**src/rtl/inst_dispatch.sv**
```systemverilog
// inst_dispatch: decodes host instructions into layer config, DDR load requests and PE task dispatch
module inst_dispatch #(
  parameter int PE_NUM = 32,
  parameter int INST_W = 64
) (
  input  logic              clk,
  input  logic              rst,
  input  logic              ins_valid,
  output logic              ins_ready,
  input  logic [INST_W-1:0] ins,
  output logic [3:0]        layer_type,
  output logic [7:0]        image_width,
  output logic [3:0]        in_ch_seg,
  output logic              ddr2pe_ins_valid,
  input  logic              ddr2pe_ins_ready,
  output logic [INST_W-1:0] ddr2pe_ins,
  output logic [PE_NUM-1:0] start,
  input  logic [PE_NUM-1:0] done,
  output logic [2:0]        mode,
  output logic [7:0]        idx_cnt,
  output logic [7:0]        trip_cnt,
  output logic              is_new,
  output logic [3:0]        pad_code,
  output logic              cut_y,
  output logic [PE_NUM-1:0] pe_busy,
  output logic              err
);
  typedef enum logic [2:0] {IDLE, S_CFG, S_LOAD, S_COMP, S_SYNC} state_t;
  state_t state, state_nx;
  logic [INST_W-1:0] ir;
  logic [PE_NUM-1:0] pe_mask;
  logic [3:0] op;
  logic take, conflict, issue;
  assign op = ins[63:60];
  assign take = ins_valid && ins_ready;
  assign pe_mask = ir[28 +: PE_NUM];
  assign conflict = |(pe_mask & pe_busy);
  assign issue = (state == S_COMP) && !conflict;
  assign ins_ready = (state == IDLE) && !rst;
  assign ddr2pe_ins_valid = (state == S_LOAD);
  assign ddr2pe_ins = ddr2pe_ins_valid ? ir : '0;
  // next state: one instruction in flight; each op state falls back to IDLE once its work completes
  always_comb begin
    state_nx = state;
    case (state)
      IDLE:    state_nx = !take ? IDLE : op == 4'd0 ? S_CFG : op == 4'd1 ? S_LOAD :
                          op == 4'd2 ? S_COMP : op == 4'd3 ? S_SYNC : IDLE;
      S_CFG:   state_nx = IDLE;
      S_LOAD:  state_nx = ddr2pe_ins_ready ? IDLE : S_LOAD;
      S_COMP:  state_nx = conflict ? S_COMP : IDLE;
      S_SYNC:  state_nx = |pe_busy ? S_SYNC : IDLE;
      default: state_nx = IDLE;
    endcase
  end
  // state register
  always_ff @(posedge clk or posedge rst)
    if (rst) state <= IDLE;
    else state <= state_nx;
  // legal instructions are captured on handshake; illegal opcodes are dropped and raise the sticky error
  always_ff @(posedge clk or posedge rst)
    if (rst) begin
      ir <= '0;
      err <= 1'b0;
    end else if (take) begin
      if (op[3:2] == 2'b00) ir <= ins;
      else err <= 1'b1;
    end
  // layer configuration registers, written on the cycle spent in S_CFG
  always_ff @(posedge clk or posedge rst)
    if (rst) begin
      layer_type <= '0;
      image_width <= '0;
      in_ch_seg <= '0;
    end else if (state == S_CFG) begin
      layer_type <= ir[59:56];
      image_width <= ir[55:48];
      in_ch_seg <= ir[47:44];
    end
  // task issue: start pulse, shared task fields and busy tracking (done clears, issue sets)
  always_ff @(posedge clk or posedge rst)
    if (rst) begin
      start <= '0;
      pe_busy <= '0;
      mode <= '0;
      idx_cnt <= '0;
      trip_cnt <= '0;
      is_new <= 1'b0;
      pad_code <= '0;
      cut_y <= 1'b0;
    end else begin
      start <= issue ? pe_mask : '0;
      pe_busy <= (pe_busy & ~done) | (issue ? pe_mask : '0);
      if (issue) begin
        mode <= ir[27:25];
        idx_cnt <= ir[24:17];
        trip_cnt <= ir[16:9];
        is_new <= ir[8];
        pad_code <= ir[7:4];
        cut_y <= ir[3];
      end
    end
endmodule

```
**config.mk**
```make
export PLATFORM = sky130hd
export DESIGN_NAME = inst_dispatch
export DESIGN_NICKNAME = d
export VERILOG_FILES = /design/src/rtl/inst_dispatch.sv
export SDC_FILE = /design/constraint.sdc
export NUM_CORES = 1
export LEC_CHECK = 0
export CORE_ASPECT_RATIO = 0.9
export CORE_UTILIZATION = 47
export DETAILED_ROUTE_END_ITERATION = 6
export PLACE_DENSITY = 0.92
export SETUP_SLACK_MARGIN = 0.15
export SYNTH_ARGS = -nofsm -noshare
export SYNTH_HDL_FRONTEND = slang
export SYNTH_SLANG_ARGS = --single-unit
```
**constraint.sdc**
```tcl
create_clock -name clk -period 10.15 [get_ports clk]
set_clock_uncertainty 0.15 [all_clocks]
set_input_delay 1.015 -clock clk [delete_from_list [all_inputs] [get_ports clk]]
set_output_delay 1.015 -clock clk [all_outputs]
set_load 0.005 [all_outputs]
```
Word-level counts from Yosys, hierarchy flattened. Index checks and enable logic that the tools add are counted.

Register bits after elaboration: 173. Bits of input ports: 100. Logic and storage cells: 49.

Eq/ne operators: 7. Multiplexer cells: 11. Bitwise operators: 5. Reductions and logical operators: 12.

Operator list (count): $and 32x32->32 (2); $mux 64 (1); $reduce_or 32->1 (2); $mux 32 (1); $not 32->32 (1); $or 32x32->32 (1); $mux 3 (6); $pmux 3 s4 (1); $eq 4x2->1 const B (2); $eq 3x2->1 const B (2); $eq 4x1->1 const B (1); $logic_not 4->1 (1); $mux 2 (2); $reduce_and 2->1 (2); $eq 3x1->1 const B (1); $eq 3x3->1 const B (1); $logic_and 1x1->1 (3); $logic_not 3->1 (1); $logic_not 1->1 (2); $logic_not 2->1 (1); $not 1->1 (1).

Longest topological paths before layout.
Depth after elaboration: 7. Mapped depth: 8.

Worst setup path after synthesis. OpenSTA, ideal clock, no wires.

Path kind: register to output. Start point: register state[2]. End point: output port ddr2pe_ins[14]. Data arrival time: 1.307 ns. Data required time: 8.985 ns. Slack: 7.678 ns. Stages on the path, launching flop included: 5. Cells stage by stage: dfrtp_1 > nor3b_1 > clkbuf_1 > clkbuf_1 > and2_1.

Word-level cells in the longest chain between the ends: 2.

Ends and longest elaborated chain: start: declaration (line 29) `state_t state, state_nx;`; start signal: assignment (line 58) `else state <= state_nx;`; $eq 3x2->1 (line 40) `assign ddr2pe_ins_valid = (state == S_LOAD);`; $mux 64 (line 41) `assign ddr2pe_ins = ddr2pe_ins_valid ? ir : '0;`; end: declaration (line 16) `output logic [INST_W-1:0] ddr2pe_ins,`.

No other way between the ends.

Worst setup path after layout.
Start point: input port rst. End point: output port ins_ready.

Word-level cells in the longest chain between the ends: 2.

Ends and longest elaborated chain: start: declaration (line 7) `input logic rst,`; $logic_not 1->1 (no line); $logic_and 1x1->1 (line 39) `assign ins_ready = (state == IDLE) && !rst;`; end: declaration (line 9) `output logic ins_ready,`.

No other way between the ends.

==> results.toml <==
[status]
status = "completed"

[floorplanning]
start_util_pct = 49.0
dieArea_um2 = 15400
fp.dieH_um = 118
coreArea_um2 = 14300
pin_count = 272
die_x_um = 131
rows = 41

[global_route]
grt_pass1_wl_mm = 32.7
grt_overflow = 0
grt_antenna_before_repair = 0
grt_pass1_vias = 5835
grt_max_degree = 90
grt_usage_pct = 28.5

[finish]
instances_no_fill = 1113
final_core_util_pct = 73.3
syn2layout_area_growth_pct = 49.4
final_nets = 1007
antenna_cells = 0
layout-drive-gt1-share_pct = 9.02

[synth]
synth_edf_count = 0
synth_commonest_cells = "187 x nand2_1, 173 x dfrtp_1, 98 x and2_1, 41 x mux2_2, 36 x a22o_1"
post_synth_main_area_contributors = "dfrtp_1 62%, nand2_1 10%, and2_1 8.8%"
avgSynthCellArea_um2 = 10.9
yosysMostFrequentCell = "nand2_1"
syn-num-nets = 742
ys.flop_type = "dfrtp_1"
ys_seq_area_share_pct = 61.9
synth_top_area_share_pct = 61.9
synthesis.area_um2 = 6990
synth_largest_area_cell = "dfrtp_1"
async_flop_share_pct = 100
ys.warnings.count = 0
syn_inst = 642
ys_ff_latch = 173
ys_types = 28

[clock_network]
post_cts_buffers = 0
cts.sinks = 173
cts_buffers = 17
htreeDepth = 4
worstSkewPairLatency_ns = 0.42
holdBufCountCts = 0
cts_root_buffer = "clkbuf_16"
cts.clk_slew.worst_paths_ns = 0.06
cts_tree = "done"
clk_path_buf_depth = 2
cts_resized = 0

[routing]
wl_mm = 20.8
ant_nets = 0
drt-pass1-iter-count = 4
drc = 0
vias = 5756
via_per_inst = 5.17
drtIter0Drc = 425
wire_per_inst_um = 18.7

[critical_path]
r2r-start = "pe_busy[12]"
cp-endpoint = "ins_ready"
cp.required_ns = 8.99
start_kind = "primary input"
r2r_cells = 5
crit_fanout = 3
cp-end-kind = "output pin"
r2r_end = "is_new"
path_class = "in -> out"
rrSetupSlack_ns = 7.12
crit_start = "rst"
cp.arrival_ns = 2.41

[timing]
tightest_slew_ns = 1.05
setup_viol_count_final = 0
fmax_mhz = 280
rsz0062_at_grt = "false"
period_needed_ns = 3.57
relSlewSlack_pct = 29.7
hold_slack_ns = 0.313
drv_slew = 0
fin_crit_sh_pct = 35.2
hold_violations = 0
fin_tns_setup_ns = 0

[power]
p_per_area_nw_per_um2 = 166
pwr-share-comb_pct = 13.4
peakVddDrop_v = 0.000120
power.share.switching_pct = 26.2
switchingPower_uw = 452
leakage_uw = 0.00499
clkPwrFrac_pct = 35.9
p_seq_share_pct = 50.7
p_int_uw = 1280

[place]
placed_cells = 1081
gp_congestion = 0.788
portBuffers = 271
dp.final_hpwl_mm = 14.5

[job]
maxCapViolCount = 0

[min_path]
min_delay_path_depth = 2
hold_class = "reg -> reg"
## metrics by stage
stage	total power, uW	setup slack (ns)	instance area (um2)
2_1_floorplan	953	4.30	6990
3_5_place_dp	1120	6.51	9880
4_1_cts	1740	6.56	10400
6_report	1730	6.58	10400
5_1_grt	1800	6.53	10400
3_3_place_gp	1110	6.62	9880
## cell families after synthesis
kind of cell	share of synthesized area [%]
DFF	61.9
muxes	6.60
AOI/OAI and AO/OA	6.55
and+or+nand+nor	21.2
xor gates and xnor gates	0.125
buffers and inverters	3.65
## metal layers
layer	vias up	share of wire (%)	global-route usage, %
met1	2860	40	35.7
met5	-	0	0
met3	48	7.2	6.55
li1	2611	-	-
met2	237	49	46.6
met4	0	3.2	12.6
## cell type report
cell class / count / area [um2]
clock buffers: 23 / 478
fillers: 1015 / 3810
well taps: 193 / 241
repair buffers: 277 / 2760
clock inverters: 9 / 87.6
flip-flops and latches: 173 / 4330
multi-input cells: 404 / 2420
inverters: 34 / 133
## power groups by stage
stage / Combinational [uW] / Clock, uW / Sequential (uW)
2_1_floorplan: 101 / 0 / 852
3_3_place_gp: 224 / 0 / 882
3_5_place_dp: 233 / 0 / 888
4_1_cts: 235 / 627 / 876
5_1_grt: 257 / 655 / 891
6_report: 231 / 620 / 878
## state kept, by name, indices dropped and copies added, names as in the netlist
| register | cells |
|---|---|
| cut_y | 1 |
| err | 1 |
| idx_cnt | 8 |
| image_width | 8 |
| in_ch_seg | 4 |
| ir | 64 |
| is_new | 1 |
| layer_type | 4 |
| mode | 3 |
| pad_code | 4 |
| pe_busy | 32 |
| start | 32 |
| state | 3 |
| trip_cnt | 8 |
## placed cells by master (no fill, tap or decap), types with 2 or more instances in the layout
| cell type | synthesis | routed |
|---|---|---|
| clkinv_2 | 0 | 2 |
| inv_1 | 34 | 33 |
| nand4_1 | 4 | 4 |
| nand2_1 | 187 | 187 |
| a22oi_1 | 8 | 8 |
| nor3b_2 | 1 | 2 |
| a221oi_1 | 4 | 4 |
| dfrtp_1 | 173 | 173 |
| clkbuf_1 | 24 | 3 |
| clkdlybuf4s50_1 | 0 | 271 |
| mux2_2 | 41 | 41 |
| nor2_1 | 3 | 3 |
| clkbuf_16 | 0 | 17 |
| buf_4 | 1 | 6 |
| o21bai_1 | 2 | 2 |
| a22o_1 | 36 | 36 |
| clkinv_4 | 0 | 2 |
| nor4_1 | 8 | 8 |
| and2_1 | 98 | 98 |
| clkbuf_8 | 0 | 3 |
| clkinvlp_4 | 0 | 4 |
## worst max-delay path, stage by stage
cell	delay (ns)
clkdlybuf4s50_1	0.50
nor4_2	0.31
clkdlybuf4s50_1	0.58
## worst min path at each step
stage	startpoint	to	slack, ns
floorplan	ir[0]	ir[0]	0.29
global placement	ir[2]	ir[2]	0.30
detailed placement	ir[2]	ir[2]	0.30
CTS	ir[2]	ir[2]	0.32
global route	ir[2]	ir[2]	0.35
finish	ir[2]	ir[2]	0.31
Note: power is estimated with default switching activity, not from simulation.
